<file path="src/rtl/acorn128_ctrl.sv">
// acorn128_ctrl: ACORN-128 phase sequencer (init, AD, pads, message, fin).
// Define ACORN_DECRYPT_EN to honour the dec input (decrypt mode).
module acorn128_ctrl #(
   parameter int INIT_STEPS = 1792,
   parameter int PAD_STEPS  = 256,
   parameter int FIN_STEPS  = 768,
   parameter int TAG_BITS   = 128,
   parameter int CNT_W      = 11
) (
   input  logic                clk,
   input  logic                rst,
   input  logic                start,
   input  logic [127:0]        key,
   input  logic [127:0]        iv,
   input  logic                ad_empty,
   input  logic                msg_empty,
   input  logic                dec,
   input  logic                ad_valid,
   output logic                ad_ready,
   input  logic                ad_bit,
   input  logic                ad_last,
   input  logic                msg_valid,
   output logic                msg_ready,
   input  logic                msg_bit,
   input  logic                msg_last,
   input  logic                ks_in,
   output logic                step_en,
   output logic                state_clr,
   output logic                ca_out,
   output logic                cb_out,
   output logic                mbit_out,
   output logic                out_valid,
   output logic                out_bit,
   output logic                busy,
   output logic [TAG_BITS-1:0] tag,
   output logic                tag_valid
);

   localparam int TI_W = $clog2(TAG_BITS);

   localparam logic [CNT_W-1:0] INIT_LAST =
      CNT_W'(INIT_STEPS - 1);
   localparam logic [CNT_W-1:0] PAD_LAST =
      CNT_W'(PAD_STEPS - 1);
   localparam logic [CNT_W-1:0] FIN_LAST =
      CNT_W'(FIN_STEPS - 1);
   localparam logic [CNT_W-1:0] TAG_FIRST =
      CNT_W'(FIN_STEPS - TAG_BITS);
   localparam logic [CNT_W-1:0] C128 = CNT_W'(128);
   localparam logic [CNT_W-1:0] C256 = CNT_W'(256);

   typedef enum logic [2:0] {
      S_IDLE,
      S_INIT,
      S_AD,
      S_AD_PAD,
      S_MSG,
      S_MSG_PAD,
      S_FIN,
      S_DONE
   } state_t;

   state_t              state_q, state_d;
   logic [CNT_W-1:0]    cnt_q, cnt_d;
   logic [127:0]        key_q, key_d;
   logic [127:0]        iv_q, iv_d;
   logic                ad_empty_q, ad_empty_d;
   logic                msg_empty_q, msg_empty_d;
   logic [TAG_BITS-1:0] tag_q, tag_d;
   logic                tag_valid_q, tag_valid_d;
   logic                init_mbit;
   logic                msg_p;

`ifdef ACORN_DECRYPT_EN
   logic dec_q, dec_d;
`else
   logic unused_dec;
   assign unused_dec = dec;
`endif

   assign msg_p     = msg_bit ^ ks_in;
   assign tag       = tag_q;
   assign tag_valid = tag_valid_q;

   // Init-phase message bit: key, then IV, then key again with a 1 at 256.
   always_comb begin
      init_mbit = 1'b0;
      if (cnt_q < C128) begin
         init_mbit = key_q[cnt_q[6:0]];
      end else if (cnt_q < C256) begin
         init_mbit = iv_q[cnt_q[6:0]];
      end else begin
         init_mbit = key_q[cnt_q[6:0]] ^ (cnt_q == C256);
      end
   end

   // Next-state, counter, latches and per-step datapath controls.
   always_comb begin
      state_d     = state_q;
      cnt_d       = cnt_q;
      key_d       = key_q;
      iv_d        = iv_q;
      ad_empty_d  = ad_empty_q;
      msg_empty_d = msg_empty_q;
      tag_d       = tag_q;
      tag_valid_d = tag_valid_q;
`ifdef ACORN_DECRYPT_EN
      dec_d       = dec_q;
`endif
      step_en     = 1'b0;
      state_clr   = 1'b0;
      ca_out      = 1'b0;
      cb_out      = 1'b0;
      mbit_out    = 1'b0;
      ad_ready    = 1'b0;
      msg_ready   = 1'b0;
      out_valid   = 1'b0;
      out_bit     = 1'b0;
      busy        = 1'b1;
      unique case (state_q)
         S_IDLE: begin
            busy = 1'b0;
            if (start) begin
               state_clr   = 1'b1;
               key_d       = key;
               iv_d        = iv;
               ad_empty_d  = ad_empty;
               msg_empty_d = msg_empty;
`ifdef ACORN_DECRYPT_EN
               dec_d       = dec;
`endif
               tag_valid_d = 1'b0;
               cnt_d       = '0;
               state_d     = S_INIT;
            end
         end
         S_INIT: begin
            step_en  = 1'b1;
            ca_out   = 1'b1;
            cb_out   = 1'b1;
            mbit_out = init_mbit;
            if (cnt_q == INIT_LAST) begin
               cnt_d   = '0;
               state_d = ad_empty_q ? S_AD_PAD : S_AD;
            end else begin
               cnt_d = cnt_q + 1'b1;
            end
         end
         S_AD: begin
            ad_ready = 1'b1;
            step_en  = ad_valid;
            ca_out   = 1'b1;
            cb_out   = 1'b1;
            mbit_out = ad_bit;
            cnt_d    = '0;
            if (ad_valid && ad_last) begin
               state_d = S_AD_PAD;
            end
         end
         S_AD_PAD: begin
            step_en  = 1'b1;
            ca_out   = (cnt_q < C128);
            cb_out   = 1'b1;
            mbit_out = (cnt_q == '0);
            if (cnt_q == PAD_LAST) begin
               cnt_d   = '0;
               state_d = msg_empty_q ? S_MSG_PAD : S_MSG;
            end else begin
               cnt_d = cnt_q + 1'b1;
            end
         end
         S_MSG: begin
            msg_ready = 1'b1;
            step_en   = msg_valid;
            ca_out    = 1'b1;
            cb_out    = 1'b0;
            mbit_out  = msg_bit;
            out_valid = msg_valid;
            out_bit   = msg_p;
`ifdef ACORN_DECRYPT_EN
            if (dec_q) begin
               mbit_out = msg_p;
            end
`endif
            cnt_d = '0;
            if (msg_valid && msg_last) begin
               state_d = S_MSG_PAD;
            end
         end
         S_MSG_PAD: begin
            step_en  = 1'b1;
            ca_out   = (cnt_q < C128);
            cb_out   = 1'b0;
            mbit_out = (cnt_q == '0);
            if (cnt_q == PAD_LAST) begin
               cnt_d   = '0;
               state_d = S_FIN;
            end else begin
               cnt_d = cnt_q + 1'b1;
            end
         end
         S_FIN: begin
            step_en = 1'b1;
            ca_out  = 1'b1;
            cb_out  = 1'b1;
            if (cnt_q >= TAG_FIRST) begin
               tag_d[TI_W'(cnt_q - TAG_FIRST)] = ks_in;
            end
            if (cnt_q == FIN_LAST) begin
               cnt_d   = '0;
               state_d = S_DONE;
            end else begin
               cnt_d = cnt_q + 1'b1;
            end
         end
         S_DONE: begin
            busy        = 1'b0;
            tag_valid_d = 1'b1;
            cnt_d       = '0;
            state_d     = S_IDLE;
         end
         default: begin
            cnt_d   = '0;
            state_d = S_IDLE;
         end
      endcase
   end

   // State register; reset abandons any operation and clears the tag.
   always_ff @(posedge clk or posedge rst) begin
      if (rst) begin
         state_q     <= S_IDLE;
         cnt_q       <= '0;
         key_q       <= '0;
         iv_q        <= '0;
         ad_empty_q  <= 1'b0;
         msg_empty_q <= 1'b0;
         tag_q       <= '0;
         tag_valid_q <= 1'b0;
`ifdef ACORN_DECRYPT_EN
         dec_q       <= 1'b0;
`endif
      end else begin
         state_q     <= state_d;
         cnt_q       <= cnt_d;
         key_q       <= key_d;
         iv_q        <= iv_d;
         ad_empty_q  <= ad_empty_d;
         msg_empty_q <= msg_empty_d;
         tag_q       <= tag_d;
         tag_valid_q <= tag_valid_d;
`ifdef ACORN_DECRYPT_EN
         dec_q       <= dec_d;
`endif
      end
   end

endmodule
</file>
<file path="config.mk">
export PLATFORM = sky130hd
export DESIGN_NAME = acorn128_ctrl
export DESIGN_NICKNAME = d
export VERILOG_FILES = /design/src/rtl/acorn128_ctrl.sv
export SDC_FILE = /design/constraint.sdc
export NUM_CORES = 1
export LEC_CHECK = 0
export BUFFER_PORTS_ARGS = -buffer_cell sky130_fd_sc_hd__buf_2
export CORE_UTILIZATION = 45
export CTS_BUF_LIST = sky130_fd_sc_hd__clkbuf_8
export CTS_CLUSTER_DIAMETER = 100
export DETAILED_ROUTE_END_ITERATION = 8
export GPL_TIMING_DRIVEN = 0
export PLACE_DENSITY = 0.67
export SLEW_MARGIN = 20
export SYNTH_ARGS = -nofsm -noshare
export SYNTH_HDL_FRONTEND = slang
export SYNTH_SLANG_ARGS = --single-unit
</file>
<file path="constraint.sdc">
create_clock -name clk -period 32.8 [get_ports clk]
set_input_delay 0 -clock clk [delete_from_list [all_inputs] [get_ports clk]]
set_output_delay 0 -clock clk [all_outputs]
set_load 0.01 [all_outputs]
</file>
==> summary.txt, run 1 <==
Power and ir drop
  • Power Dens Cells: 73.9 nW/um2
  • Pint: 1.26 mW
  • Combinational share of power: 33.4%
  • Worst vdd ir: ~0.000047 V
  • Net Sw Frac: 32.9%
  • Net Sw Power: 0.616 mW
  • Sequential fraction of design power: about two fifths
  • Pleak: around 11 nW
  • Clock power frac: 25.8%

Outcome
  • Run status: finished clean

Route
  • Vias: 15115
  • Drt first pass iters: 5
  • Post-route ant nets: 0
  • Wirelength, routed: 64.0 mm
  • DRC viols: 0
  • Avg WL per Cell: 23.1 um
  • Via density: between 5 and 6
  • Iter 0 DRT Violations: a little over 900

Floorplan
  • Die height: 204 um
  • Io pins: 408
  • Initial Utilization: 46.0%
  • Core area: 40000 um2
  • Die W: 204 um
  • Die Footprint: ~42000 um2
  • Core Rows: 73

Flow run
  • Max-cap violations: 0

CTS
  • Root Driver: clkbuf_8
  • Cts repair resizes: 0
  • TritonCTS clock tree: yes
  • Num CTS Buffers: 71
  • Worst-path clk slew: 60 ps
  • Clock tree buffer depth: 3
  • Clock Sinks: 401
  • # H-tree levels: 3
  • Clk_lat worst skew: 630 ps

Worst hold path
  • Hold Crit Class: in2reg
  • Worst hold endpoint: iv_q[7]$_DFFE_PP0P_
  • Worst hold start: iv[7]
  • Worst hold path depth: 3

STA
  • Fmax: 0.260 GHz
  • Least-Margin Pin Slew: approximately 1100 ps
  • Slew Limit Headroom: 28.0%
  • Final period util: 11.7%
  • Layout Skew: roughly 19 ps
  • Final hold vios: 0
  • Finish-stage setup viols: 0
  • Final min period: 3850 ps
  • Setup_tns: 0 ps
  • RSZ-0062 raised after global routing: no
  • Final slew viol count: 0

Placed design
  • Placer Congestion: 0.882
  • Area post-placement: 21200 um2
  • IO buf count: 405
  • Dpl hpwl: 42.4 mm
  • Placed Instances: 2372

Global route
  • Vias in the first global route: 16288
  • Grt total ovfl: 0
  • Tot GR Track Use: 31.1%
  • Largest net degree at the start of global routing: 106
  • Global-route wire length before repair: 97.0 mm
  • Initial antenna violation count: 8

Logic synthesis
  • Post-synthesis adder-cell area fraction: 0.136%
  • XOR/XNOR Fraction of Synth Area: 0.191%
  • Post-synthesis sequential area ratio: 54.6%
  • Ranking of synthesized cells by area: dfrtp_1, mux2_2, mux4_2, nand2_1, nor2_1
  • Synth unique cells: 56
  • Synth top area share: 54.6%
  • Syn_nets: 1709
  • Proportion of synthesized area in mux cells: around 29%
  • Synth Flop Type: dfrtp_1
  • Most common cell in the netlist: dfrtp_1
  • Post-synth EDFFs: 0
  • Largest family of logic cells by synthesized area: multiplexers
  • Most instantiated cells after synthesis: dfrtp_1, mux2_2, nand2_1
  • Synth Cell Area: 18400 um2
  • Syn_area_per_cell: 12.8 um2
  • Asr flop ratio synth: 100%
  • Post-synthesis register bit count: 401
  • Post-synthesis simple-gate area fraction: 7.52%
  • Yosys top cell by area: dfrtp_1
  • Yosys warns: 0
  • Mapped Cells: 1438
  • Complex-gate fraction of the synthesized area: 5.18%

Worst setup path
  • Crit path max fanout: 10
  • Arrival time worst endpoint: 3850 ps
  • Setup CP Type: reg2out
  • Worst R2R End: tag[77]$_DFFE_PP0P_
  • Crit. End Element: output pin
  • R2r setup slk: 29660 ps
  • Worst EP required: 32800 ps
  • Worst reg-to-reg path cell count: 7
  • CP Launch Type: register
  • Reg-to-Reg Start: cnt_q[0]$_DFFE_PP0N_

Layout
  • Fill count: 3037
  • Layout Utilization: a little over three fifths
  • Area overhead of the layout relative to synthesis: 37.8%
  • Share of cells above drive strength 1: 45.3%
  • Post-route design area: 25300 um2
  • Non-Filler Instances: 2769
  • Final #Nets: about 2500
==> how the worst max path moves through the flow <==
stage | startpoint | endpoint | slack [ps]
final | cnt_q[0]$_DFFE_PP0N_ | mbit_out | 28950
after global routing | cnt_q[0]$_DFFE_PP0N_ | mbit_out | 28790
after CTS | cnt_q[0]$_DFFE_PP0N_ | mbit_out | 28850
after detailed placement | cnt_q[0]$_DFFE_PP0N_ | mbit_out | 29540
after global placement | rst | key_q[94]$_DFFE_PP0P_ | 17370
after floorplan | rst | ad_empty_q$_DFFE_PP0P_ | 21650
==> power groups by stage <==
stage	registers [mW]	clock network (mW)	logic, mW
floorplan	0.734	0	0.423
finish	0.764	0.483	0.626
global placement	0.756	0	0.573
CTS	0.756	0.489	0.617
global route	0.783	0.514	0.669
detailed placement	0.764	0	0.589
==> critical path: stages (launching register included) <==
cell and delay, ps:
dfrtp_1 390, buf_4 260, buf_2 330, clkbuf_1 650
o221ai_1 260, o21ai_0 190, a211oi_1 130, a21oi_1 210
nand3_1 100, nor3_1 370, or3_1 170, buf_2 160
==> kinds of logic (layout without fill, tap and decap cells) <==
family | Yosys count | after routing
AO/OA/AOI/OAI | 147 | 147
XOR/XNOR | 4 | 4
adder cells (fa/ha/maj) | 2 | 2
buffers and inverters | 112 | 910
flip-flops | 401 | 401
multiplexers | 453 | 453
other | 0 | 8
AND/OR/NAND/NOR | 319 | 319
==> sequential cells by signal, summed over array words and instances (netlist names) <==
signal,count
msg_empty_q,1
key_q,128
state_q,3
tag_valid,1
tag,128
ad_empty_q,1
iv_q,128
cnt_q,11
==> per-layer routing <==
layer	vias to the layer above	global-route usage (%)	wire length [um]	part of all wire [%]
li1	6663	-	-	-
met1	7612	39.2	25800	40
met2	660	51.9	31400	49
met3	180	6.01	4360	6.8
met4	0	13.8	2520	3.9
met5	-	0	0	0
==> per-stage QoR <==
stage / hold slack (ps) / setup WS (ps) / power, mW
floorplan: 149 / 21650 / 1.16
global placement: 232 / 17370 / 1.33
detailed placement: 48.9 / 29540 / 1.35
CTS: 87.8 / 28850 / 1.86
global route: 118 / 28790 / 1.96
finish: 140 / 28950 / 1.87
==> repair_timing <==
action | CTS | global route
endpoints found under the setup margin | 0 | 0
hold endpoints to repair | 505 | 0
hold buffers | 265 | 0
setup buffers | 0 | 0
==> final cells by class <==
| class | instances | area (um2) | share of cell area (%) |
|---|---|---|---|
| Clock buffer | 91 | 1250 | 4.94 |
| Timing Repair Buffer | 674 | 4790 | 18.9 |
| Buffer | 102 | 529 | 2.09 |
| Sequential cell | 401 | 10000 | 39.6 |
| Clock inverter | 33 | 221 | 0.874 |
| Antenna cell | 8 | 20.0 | 0.0790 |
| Multi-Input combinational cell | 925 | 7790 | 30.7 |
| Tap cell | 525 | 657 | 2.59 |
| Inverter | 10 | 45.0 | 0.178 |
==> cell usage in the layout, fill, tap and decap left out, types with 12 or more instances in the layout <==
cell type | netlist | layout
buf_2 | 48 | 453
dfrtp_1 | 401 | 401
mux2_2 | 397 | 397
dlygate4sd3_1 | 0 | 265
nand2_1 | 130 | 130
nor2_1 | 105 | 105
clkbuf_8 | 0 | 91
o21ai_0 | 41 | 41
clkbuf_1 | 39 | 39
mux4_2 | 27 | 27
inv_1 | 10 | 26
nand3_1 | 25 | 25
a21oi_1 | 24 | 24
mux2i_1 | 23 | 23
o22ai_1 | 18 | 18
o221ai_1 | 14 | 14
nor3_1 | 12 | 12
No activity file was read; power rests on OpenSTA's default activity.
==> inputs of run 2 (changes only) <==
Clock period 32.8 ns to 4 ns, I/O delays scaled along.
==> summary.txt, run 2 (synthesis results as in run 1) <==
Power and ir drop
  • Pleak: 11.4 nW (+0.18%)
  • Sequential fraction of design power: 41.5% (+0.7 points)
  • Total power: 15.0 mW (+700%)
  • Pint: 10.1 mW (+700%)
  • Worst vdd ir: 0.000443 V (+850%)
  • Net Sw Power: 4.93 mW (+700%)
  • Combinational share of power: 34.2% (+0.8 points)
  • Clock power frac: 24.3% (-1.5 points)
  • Power Dens Cells: 592 nW/um2 (+700%)
  • Net Sw Frac: 32.8% (-0.10 points)

Layout
  • Commonest cells after routing, fill and taps aside: buf_2, dfrtp_1, mux2_2, dlygate4sd3_1, nand2_1
  • Most common cell after layout, fill and taps aside: buf_2
  • Area overhead of the layout relative to synthesis: 38.1%
  • Final #Nets: 2465 (+0.37%)
  • Share of cells above drive strength 1: 45.2% (about the same)

STA
  • Final hold slack: 159 ps (+19.6 ps)
  • Finish-stage setup viols: 0 (unchanged)
  • Final min period: 3770 ps
  • Final slew viol count: 0 (unchanged)
  • Slew Limit Headroom: 29.0% (+1.0 points)
  • Least-Margin Pin Slew: 1060 ps (-15.2 ps)
  • Setup_tns: 0 ps (unchanged)
  • Final period util: between 90% and 100%
  • Fmax: about 0.27 GHz
  • Layout Skew: 36.0 ps (+16.7 ps)
  • RSZ-0062 raised after global routing: no
  • Final hold vios: 0 (unchanged)

CTS
  • Num CTS Buffers: 70 (-1.4%)
  • Clock tree buffer depth: 3 (unchanged)
  • Root Driver: clkbuf_8
  • TritonCTS clock tree: yes
  • # H-tree levels: 3 (unchanged)
  • Worst-path clk slew: 60 ps (about the same)
  • Clock Sinks: 401 (unchanged)
  • Clk_lat worst skew: 620 ps (about the same)

Route
  • DRC viols: 0 (unchanged)
  • Iter 0 DRT Violations: 1015 (+11%)
  • Wirelength, routed: 62.9 mm (-1.8%)
  • Post-route ant nets: 0 (unchanged)
  • Avg WL per Cell: 22.7 um (-1.9%)
  • Via density: 5.45 (-0.20%)
  • Vias: 15096 (-0.13%)
  • Drt first pass iters: 5 (unchanged)

Worst setup path
  • Crit path max fanout: 10 (unchanged)
  • Setup CP Type: reg2out
  • CP Launch Type: register
  • Worst EP required: 4000 ps (-28800 ps)
  • Crit. End Element: output pin
  • Arrival time worst endpoint: 3770 ps (-80 ps)

Floorplan
  • Core Rows: 73 (unchanged)
  • Io pins: 408 (unchanged)
  • Initial Utilization: 46.0% (unchanged)
  • Die W: 204 um (unchanged)
  • Core area: 40000 um2 (unchanged)
  • Die height: 204 um (unchanged)
  • Die Footprint: 41700 um2 (unchanged)

Worst hold path
  • Hold Crit Class: in2reg

Global route
  • Largest net degree at the start of global routing: 36 (-66%)
  • Global-route wire length before repair: 94.9 mm (-2.1%)
  • Grt total ovfl: 0 (unchanged)
  • Gr busiest metal: met2
  • Global Route met3 Usage: 6.82% (+0.81 points)
  • Tot GR Track Use: 30.5% (-0.64 points)
  • Initial antenna violation count: 8 (unchanged)
  • Met1 GRT Util: 37.9% (-1.2 points)
  • Grt met2 use: 50.3% (-1.6 points)
  • Vias in the first global route: 16151 (-0.84%)

Placed design
  • IO buf count: 405 (unchanged)
  • Dpl hpwl: 43.1 mm (+1.7%)
  • Placer Congestion: 0.874 (-0.97%)

Flow run
  • Max-cap violations: 0 (unchanged)

Outcome
  • Run status: finished clean
## run 2: critical path, cell delays in order (launching register included)
cell	delay, ps
dfrtp_1	340
buf_6	130
buf_4	250
buf_2	410
buf_2	410
o22ai_1	160
a21oi_1	190
o21ai_0	160
a31oi_1	260
nand3_1	100
nor3_1	420
or3_1	170
buf_2	160
## run 2: timing repair
item | in CTS | in global routing
endpoints found under the hold margin | 353 | 0
gates resized for setup | 0 | 2
setup buffers | 0 | 0
hold buffers | 265 | 0
setup endpoints to repair | 0 | 1
## run 2: power by group through the flow
stage                     sequential (mW)  clock, mW  combinational, mW
after global placement               6.19          0               4.69
after CTS                            6.19       3.73               5.06
after global routing                 6.40       3.90               5.47
after floorplan                      6.02          0               3.47
after detailed placement             6.26          0               4.83
final                                6.24       3.65               5.13
## run 2: stage by stage
stage	setup slack, ps	cell area [um2]	std cells	util, %
floorplan	-1400	18400	1438	-
global placement	-3710	21100	2368	52.7
detailed placement	775	21400	2382	53.5
CTS	79.6	25400	2761	63.4
global route	74.7	25400	2769	63.5
finish	234	25400	2771	63.5
## run 2: final timing paths
check | startpoint | to | slack (ps) | depth (start not counted)
setup reg to reg | cnt_q[2]$_DFFE_PP0N_ | tag[15]$_DFFE_PP0P_ | 910 | 9
hold / removal | key[66] | key_q[66]$_DFFE_PP0P_ | 160 | 3
hold reg to reg | tag[24]$_DFFE_PP0P_ | tag[24]$_DFFE_PP0P_ | 490 | 1
setup / recovery | cnt_q[2]$_DFFE_PP0N_ | mbit_out | 230 | 12
min in group asynchronous | rst | iv_q[66]$_DFFE_PP0P_ | 600 | 4
max in group asynchronous | rst | key_q[118]$_DFFE_PP0P_ | 1930 | 9
## run 2: final cells by class
cell class                      count  area (um2)
Fill cell                        3057       14600
Antenna cell                       10        25.0
Buffer                            102         531
Clock buffer                       84        1160
Sequential cell                   401       10000
Clock inverter                     30         161
Tap cell                          525         657
Inverter                           10        41.3
Timing Repair Buffer              684        5000
Multi-Input combinational cell    925        7790
## run 2: layer usage
layer	share of wire (%)	wire length, um	vias up
li1	-	-	6685
met2	49	30600	660
met5	0	0	-
met1	40	25400	7597
met4	3.9	2470	0
met3	7.0	4400	154
